$ cat src/rtl/lbm_pkg.sv
// Shared types for the LBM streaming scheduler: direction and FSM state
// enums, plus the per-direction column/row steps used to form neighbour
// addresses.
package lbm_pkg;

    localparam int NUM_DIRS = 9;

    // Bit position of each direction in the write-enable vector.
    typedef enum logic [3:0] {
        DIR_C0 = 4'd0,
        DIR_N  = 4'd1,
        DIR_NE = 4'd2,
        DIR_E  = 4'd3,
        DIR_SE = 4'd4,
        DIR_S  = 4'd5,
        DIR_SW = 4'd6,
        DIR_W  = 4'd7,
        DIR_NW = 4'd8
    } dir_e;

    typedef enum logic [1:0] {
        ST_IDLE  = 2'd0,
        ST_READ  = 2'd1,
        ST_WRITE = 2'd2,
        ST_DONE  = 2'd3
    } state_e;

    // Column step (East positive) and row step (South positive) per direction.
    localparam int DIR_DX [NUM_DIRS] = '{0,  0,  1, 1, 1, 0, -1, -1, -1};
    localparam int DIR_DY [NUM_DIRS] = '{0, -1, -1, 0, 1, 1,  1,  0, -1};

endpackage

$ cat src/rtl/lbm_stream_scheduler_if.sv
// Control and RAM-strobe bundle between the solver, the streaming
// scheduler and the nine direction RAMs.
//
// Handshake: start is a level request, taken only when the scheduler is in
// IDLE with en high; done is a single-cycle strobe in DONE with no ready
// back-pressure; en stalls the whole sequencer and masks every strobe.
interface lbm_stream_scheduler_if
    import lbm_pkg::*;
#(
    parameter int ADDRESS_WIDTH = 8
);
    logic                         start;
    logic                         en;
    logic [15:0]                  num_steps;
    logic                         busy;
    logic                         done;
    logic                         rd_en;
    logic [ADDRESS_WIDTH-1:0]     rd_addr;
    logic [NUM_DIRS-1:0]          wr_en;
    logic [NUM_DIRS*ADDRESS_WIDTH-1:0] wr_addr;
    logic                         buf_sel;
    logic [15:0]                  step_count;
    state_e                       state_dbg;

    modport master (
        output start, en, num_steps,
        input  busy, done, rd_en, rd_addr, wr_en, wr_addr, buf_sel,
               step_count, state_dbg
    );

    modport slave (
        input  start, en, num_steps,
        output busy, done, rd_en, rd_addr, wr_en, wr_addr, buf_sel,
               step_count, state_dbg
    );
endinterface

$ cat src/rtl/lbm_neighbor_addr.sv
// Combinational neighbour address generator for one cell. With
// LBM_PERIODIC_EN defined, targets wrap around the grid edges; otherwise
// off-grid targets are flagged invalid and their address forced to 0.
module lbm_neighbor_addr
    import lbm_pkg::*;
#(
    parameter int WIDTH         = 16,
    parameter int HEIGHT        = 16,
    parameter int ADDRESS_WIDTH = 8,
    parameter int ROW_W         = 4,
    parameter int COL_W         = 4
) (
    input  logic [ROW_W-1:0]                    row,
    input  logic [COL_W-1:0]                    col,
    input  logic [ADDRESS_WIDTH-1:0]            index,
    output logic [NUM_DIRS*ADDRESS_WIDTH-1:0]   addr,
    output logic [NUM_DIRS-1:0]                 valid
);
    localparam int N_CELLS = WIDTH * HEIGHT;

    // Offset the cell index by each direction's step, correcting at edges.
    always_comb begin
        int tr;
        int tc;
        int a;
        addr  = '0;
        valid = '0;
        for (int d = 0; d < NUM_DIRS; d++) begin
            tr = int'(row) + DIR_DY[d];
            tc = int'(col) + DIR_DX[d];
            a  = int'(index) + DIR_DX[d] + DIR_DY[d] * WIDTH;
`ifdef LBM_PERIODIC_EN
            if (tc < 0)       a = a + WIDTH;
            if (tc >= WIDTH)  a = a - WIDTH;
            if (tr < 0)       a = a + N_CELLS;
            if (tr >= HEIGHT) a = a - N_CELLS;
            valid[d] = 1'b1;
`else
            valid[d] = (tr >= 0) && (tr < HEIGHT) && (tc >= 0) && (tc < WIDTH);
            if (!valid[d]) a = 0;
`endif
            addr[d*ADDRESS_WIDTH +: ADDRESS_WIDTH] = ADDRESS_WIDTH'(a);
        end
    end
endmodule

$ cat src/rtl/lbm_stream_scheduler.sv
// LBM streaming-step sequencer: walks the grid in raster order, one READ
// and one nine-way scatter WRITE per cell, for num_steps timesteps with a
// ping-pong bank select. Edge handling follows LBM_PERIODIC_EN (wrap when
// defined, mask when undefined).
module lbm_stream_scheduler
    import lbm_pkg::*;
#(
    parameter int WIDTH         = 16,
    parameter int HEIGHT        = 16,
    parameter int ADDRESS_WIDTH = 8
) (
    input  logic                  clk,
    input  logic                  rst,
    lbm_stream_scheduler_if.slave bus
);
    localparam int ROW_W = (HEIGHT > 1) ? $clog2(HEIGHT) : 1;
    localparam int COL_W = (WIDTH > 1)  ? $clog2(WIDTH)  : 1;

    state_e                   state_q, state_d;
    logic [ADDRESS_WIDTH-1:0] index_q, index_d;
    logic [ROW_W-1:0]         row_q, row_d;
    logic [COL_W-1:0]         col_q, col_d;
    logic [15:0]              step_q, step_d;
    logic [15:0]              target_q, target_d;
    logic                     buf_q, buf_d;

    logic                                nb_last_col;
    logic                                nb_last_cell;
    logic [15:0]                         step_inc;
    logic [NUM_DIRS*ADDRESS_WIDTH-1:0]   nb_addr;
    logic [NUM_DIRS-1:0]                 nb_valid;

    assign nb_last_col  = (col_q == COL_W'(WIDTH - 1));
    assign nb_last_cell = nb_last_col && (row_q == ROW_W'(HEIGHT - 1));
    assign step_inc     = step_q + 16'd1;

    lbm_neighbor_addr #(
        .WIDTH         (WIDTH),
        .HEIGHT        (HEIGHT),
        .ADDRESS_WIDTH (ADDRESS_WIDTH),
        .ROW_W         (ROW_W),
        .COL_W         (COL_W)
    ) u_neighbor (
        .row   (row_q),
        .col   (col_q),
        .index (index_q),
        .addr  (nb_addr),
        .valid (nb_valid)
    );

    // Next-state and counter update; everything holds while en is low.
    always_comb begin
        state_d  = state_q;
        index_d  = index_q;
        row_d    = row_q;
        col_d    = col_q;
        step_d   = step_q;
        target_d = target_q;
        buf_d    = buf_q;
        if (bus.en) begin
            unique case (state_q)
                ST_IDLE: begin
                    if (bus.start) begin
                        target_d = bus.num_steps;
                        index_d  = '0;
                        row_d    = '0;
                        col_d    = '0;
                        step_d   = '0;
                        state_d  = (bus.num_steps == 16'd0) ? ST_DONE : ST_READ;
                    end
                end
                ST_READ: state_d = ST_WRITE;
                ST_WRITE: begin
                    if (nb_last_cell) begin
                        step_d  = step_inc;
                        buf_d   = ~buf_q;
                        index_d = '0;
                        row_d   = '0;
                        col_d   = '0;
                        state_d = (step_inc == target_q) ? ST_DONE : ST_READ;
                    end else begin
                        index_d = index_q + ADDRESS_WIDTH'(1);
                        if (nb_last_col) begin
                            col_d = '0;
                            row_d = row_q + ROW_W'(1);
                        end else begin
                            col_d = col_q + COL_W'(1);
                        end
                        state_d = ST_READ;
                    end
                end
                ST_DONE: state_d = ST_IDLE;
                default: state_d = ST_IDLE;
            endcase
        end
    end

    // State and counter registers with synchronous reset.
    always_ff @(posedge clk) begin
        if (rst) begin
            state_q  <= ST_IDLE;
            index_q  <= '0;
            row_q    <= '0;
            col_q    <= '0;
            step_q   <= '0;
            target_q <= '0;
            buf_q    <= 1'b0;
        end else begin
            state_q  <= state_d;
            index_q  <= index_d;
            row_q    <= row_d;
            col_q    <= col_d;
            step_q   <= step_d;
            target_q <= target_d;
            buf_q    <= buf_d;
        end
    end

    // Moore output decode; en gates only the strobes, not the addresses.
    always_comb begin
        bus.busy       = (state_q != ST_IDLE);
        bus.done       = (state_q == ST_DONE) && bus.en;
        bus.rd_en      = (state_q == ST_READ) && bus.en;
        bus.rd_addr    = (state_q == ST_READ) ? index_q : '0;
        bus.wr_en      = ((state_q == ST_WRITE) && bus.en) ? nb_valid : '0;
        bus.wr_addr    = (state_q == ST_WRITE) ? nb_addr : '0;
        bus.buf_sel    = buf_q;
        bus.step_count = step_q;
        bus.state_dbg  = state_q;
    end
endmodule

$ cat src/flat_wrapper.sv
// flat-port wrapper written by rule: the top's interface ports become plain ports
module lbm_stream_scheduler_flat import lbm_pkg::*;
#(
    parameter int WIDTH         = 16,
    parameter int HEIGHT        = 16,
    parameter int ADDRESS_WIDTH = 8
)
  (clk, rst, bus_start, bus_en, bus_num_steps, bus_busy, bus_done, bus_rd_en, bus_rd_addr, bus_wr_en, bus_wr_addr, bus_buf_sel, bus_step_count, bus_state_dbg);
  lbm_stream_scheduler_if #(.ADDRESS_WIDTH(ADDRESS_WIDTH)) bus_i ();
  input  logic clk;
  input  logic rst;
  input wire logic [$bits(bus_i.start)-1:0] bus_start;
  input wire logic [$bits(bus_i.en)-1:0] bus_en;
  input wire logic [$bits(bus_i.num_steps)-1:0] bus_num_steps;
  output wire logic [$bits(bus_i.busy)-1:0] bus_busy;
  output wire logic [$bits(bus_i.done)-1:0] bus_done;
  output wire logic [$bits(bus_i.rd_en)-1:0] bus_rd_en;
  output wire logic [$bits(bus_i.rd_addr)-1:0] bus_rd_addr;
  output wire logic [$bits(bus_i.wr_en)-1:0] bus_wr_en;
  output wire logic [$bits(bus_i.wr_addr)-1:0] bus_wr_addr;
  output wire logic [$bits(bus_i.buf_sel)-1:0] bus_buf_sel;
  output wire logic [$bits(bus_i.step_count)-1:0] bus_step_count;
  output wire logic [$bits(bus_i.state_dbg)-1:0] bus_state_dbg;
  assign bus_i.start = bus_start;
  assign bus_i.en = bus_en;
  assign bus_i.num_steps = bus_num_steps;
  assign bus_busy = bus_i.busy;
  assign bus_done = bus_i.done;
  assign bus_rd_en = bus_i.rd_en;
  assign bus_rd_addr = bus_i.rd_addr;
  assign bus_wr_en = bus_i.wr_en;
  assign bus_wr_addr = bus_i.wr_addr;
  assign bus_buf_sel = bus_i.buf_sel;
  assign bus_step_count = bus_i.step_count;
  assign bus_state_dbg = bus_i.state_dbg;
  lbm_stream_scheduler #(.WIDTH(WIDTH), .HEIGHT(HEIGHT), .ADDRESS_WIDTH(ADDRESS_WIDTH)) u_core (.clk(clk), .rst(rst), .bus(bus_i));
endmodule
$ cat config.mk
export PLATFORM = sky130hd
export DESIGN_NAME = lbm_stream_scheduler_flat
export DESIGN_NICKNAME = d
export VERILOG_FILES = /design/src/rtl/lbm_pkg.sv /design/src/rtl/lbm_stream_scheduler_if.sv /design/src/rtl/lbm_neighbor_addr.sv /design/src/rtl/lbm_stream_scheduler.sv /design/src/flat_wrapper.sv
export SDC_FILE = /design/constraint.sdc
export NUM_CORES = 1
export LEC_CHECK = 0
export ABC_AREA = 1
export CAP_MARGIN = 5
export CORE_ASPECT_RATIO = 0.7
export CORE_UTILIZATION = 69
export CTS_BUF_LIST = sky130_fd_sc_hd__clkbuf_4 sky130_fd_sc_hd__clkbuf_8 sky130_fd_sc_hd__clkbuf_16
export DETAILED_ROUTE_END_ITERATION = 12
export DONT_BUFFER_PORTS = 1
export PLACE_DENSITY = 0.87
export SLEW_MARGIN = 10
export SYNTH_ARGS = -nofsm -noshare
export SYNTH_HDL_FRONTEND = slang
export SYNTH_SLANG_ARGS = --single-unit
$ cat constraint.sdc
create_clock -name clk -period 3.7 [get_ports clk]
set_clock_uncertainty 0.15 [all_clocks]
set_input_delay 0.925 -clock clk [delete_from_list [all_inputs] [get_ports clk]]
set_output_delay 0.925 -clock clk [all_outputs]
set_load 0.03 [all_outputs]
==> results.json <==
{
  "outcome": "finished clean",
  "p_int_w": 0.000778,
  "timing.final.crit_share_pct": 94.4,
  "drtIter0Drc": 471,
  "vdd_drop_max_mv": 0.275,
  "grt_max_degree": 30,
  "post_cts_buffers": 0,
  "holdPathStages": 2,
  "r2r_end": "u_core.row_q[0]",
  "swShare_pct": 32.3,
  "dieArea_um2": 5740,
  "layout-drive-gt1-share_pct": 11.2,
  "cts-root-buf": "clkbuf_8",
  "port_buffers": 0,
  "grt_pass1_vias": 3689,
  "setup_tns_ps": 0,
  "ff_latch_area_um2": 1020,
  "cpPeakStageDelay_ps": 570,
  "preCtsSetupSlack_ps": 392,
  "ios": 131,
  "hold_viol": 0,
  "ys.flop_type": "dfxtp_1",
  "syn-num-nets": 641,
  "fin_nets": 656,
  "syn_area_um2": 3750,
  "hold_path_end": "u_core.target_q[9]",
  "ff2ff_setup_slack_ps": 1050,
  "leakage_nw": 1.72,
  "instances_no_fill": 695,
  "place.gp.congestion": 1.08,
  "rsz0062_at_grt": "no",
  "p_clk_share_pct": 29.3,
  "synth_top_area_share_pct": 27.2,
  "grt_use_total_pct": 37.3,
  "vias": 4189,
  "avgViaCountPerCell": 6.03,
  "coreArea_um2": 5230,
  "overflow": 0,
  "synthCells": 608,
  "cp_slowest_cell": "dfxtp_1",
  "h-tree-depth": 2,
  "multiInputGateArea_um2": 2350,
  "synth.area.top_cells": "dfxtp_1, nand2_1, nor2_1",
  "setup_ws_ps": 208,
  "synth_largest_area_cell": "dfxtp_1",
  "maxSlewHeadroom_pct": 54.6,
  "die_y_um": 63.7,
  "worst_pin_slew_ps": 678,
  "maxCapViolCount": 0,
  "cts_tree": "yes",
  "wire_per_inst_um": 15.6,
  "clk_path_buf_depth": 2,
  "hp-start": "u_core.target_q[9]",
  "cts_buffers": 5,
  "synth-seq-cells": 51,
  "initial_core_util_pct": 71.7,
  "period_minus_slack_ps": 3490,
  "report.final.setup_viol": 0,
  "synth_edf_count": 0,
  "hold_slack_ps": 329,
  "cp-end-kind": "output port",
  "antenna_found_initial": 0,
  "final_common_cell": "nand2_1",
  "drc_errors": 0,
  "avgSynthCellArea_um2": 6.17,
  "p_sw_w": 0.000371,
  "grt_pass1_wl_um": 17200,
  "synthToLayoutAreaGrowth_pct": 7.78,
  "routed_wl_um": 10900,
  "worstPathRequired_ps": 2620,
  "insertion_delay_ps": 300,
  "core.rowCount": 22,
  "worst_setup_path_start_kind": "flop",
  "hp-class": "reg -> reg",
  "crit_chain": "inv_1 -> nand3_1 -> xor2_1 -> nand3_1 -> xor2_1 -> nor2_1",
  "diodes": 0,
  "dp_hpwl_um": 8180,
  "layout_common_cells": "nand2_1, nor2_1, inv_1, nand3_1, dfxtp_1",
  "async_reset_ff_share_pct": 0,
  "seqPwrFrac_pct": 51.4,
  "fillers": 419,
  "rr_startpoint": "u_core.bus.state_dbg[1]",
  "critical_path_class": "reg -> out",
  "power_density_nw_per_um2": 285,
  "postRouteAntennaNets": 0,
  "p_comb_share_pct": 19.3,
  "clk_pin_slew_worst_paths_ps": 90,
  "max_freq_mhz": 286,
  "drtPass1Iterations": 5,
  "r2r_cells": 8,
  "yosys.cell_types.count": 36,
  "cp_max_fo": 8,
  "cts_sinks": 51,
  "dieWidth_um": 90.1,
  "drv_slew": 0,
  "yosysSeqAreaShare_pct": 27.2,
  "yosys_warnings": 0,
  "dp_cells": 688,
  "cp_data_arrival_time_ps": 2420
}
state kept, by name, indices dropped and copies added (netlist names):
signal and count:
u_core.bus.buf_sel 1, u_core.bus.state_dbg 2, u_core.bus.step_count 16, u_core.row_q 4
u_core.target_q 16, u_core.col_q 4, u_core.index_q 8
how the worst max path moves through the flow:
stage / depth (start not counted) / slack, ps / startpoint / end
after floorplan: 8 / 490 / u_core.index_q[0] / bus_wr_addr[70]
after global placement: 8 / 520 / u_core.index_q[0] / bus_wr_addr[55]
after detailed placement: 8 / 390 / u_core.index_q[0] / bus_wr_addr[55]
after CTS: 8 / 60 / u_core.index_q[0] / bus_wr_addr[55]
after global routing: 8 / 30 / u_core.index_q[4] / bus_wr_addr[53]
final: 6 / 210 / u_core.index_q[4] / bus_wr_addr[71]
per-layer routing:
layer	global-route usage, %	part of all wire [%]	vias to the layer above
met5	0	0	-
met4	12.3	2.0	0
met3	9.30	14	35
met2	56.2	43	291
met1	52.0	41	1903
li1	-	-	1960
final cells by class:
cell class                 count  share of cell area [%]
clock buffer                   6                    2.04
clock inverter                 1                   0.124
inverter                      78                    7.25
multi-input combinational    461                    58.2
sequential                    51                    25.3
tap                           72                    2.23
timing repair buffer          26                    4.83
critical path, delay by kind of cell, from the launching register on:
kind | cells | cell delay, ps
flops | 1 | 570
simple gates | 3 | 780
xor+xnor | 2 | 580
buf+inv | 1 | 200
what timing repair did:
action / CTS / global route
hold buffers: 0 / 0
endpoints found under the setup margin: 0 / 6
gates resized for setup: 0 / 3
cell usage after synthesis, drive strengths merged (4+ instances only):
| master | number |
|---|---|
| nand2 | 132 |
| nor2 | 131 |
| inv | 78 |
| nand3 | 56 |
| dfxtp | 51 |
| a21oi | 50 |
| o21ai | 27 |
| xor2 | 15 |
| ha | 13 |
| nand4 | 13 |
| clkbuf | 11 |
| buf | 7 |
| xnor2 | 6 |
| nor3 | 5 |
| nor4 | 4 |
power groups by stage:
stage          clock network [W]  registers (W)  logic [W]
3_3_place_gp                   0       0.000601   0.000206
2_1_floorplan                  0       0.000596   0.000177
3_5_place_dp                   0       0.000602   0.000212
4_1_cts                 0.000337       0.000589   0.000214
5_1_grt                 0.000354       0.000593   0.000244
6_report                0.000337       0.000591   0.000222
metrics by stage:
stage	cell area [um2]	util, %	total power (W)
after detailed placement	3940	75.4	0.000814
after global placement	3940	75.4	0.000807
after floorplan	3750	-	0.000773
after CTS	4030	77.0	0.00114
final	4040	77.2	0.00115
after global routing	4040	77.2	0.00119
logic make-up after synthesis:
kind of cell	count (synthesis)	share of synthesized area, %
AO/OA/AOI/OAI	81	11.5
XOR/XNOR	22	5.81
AND/OR/NAND/NOR	345	40.8
buffers and inverters	96	10.3
flip-flops	51	27.2
adder cells (fa/ha/maj)	13	4.34
No activity file was read; power rests on OpenSTA's default activity.
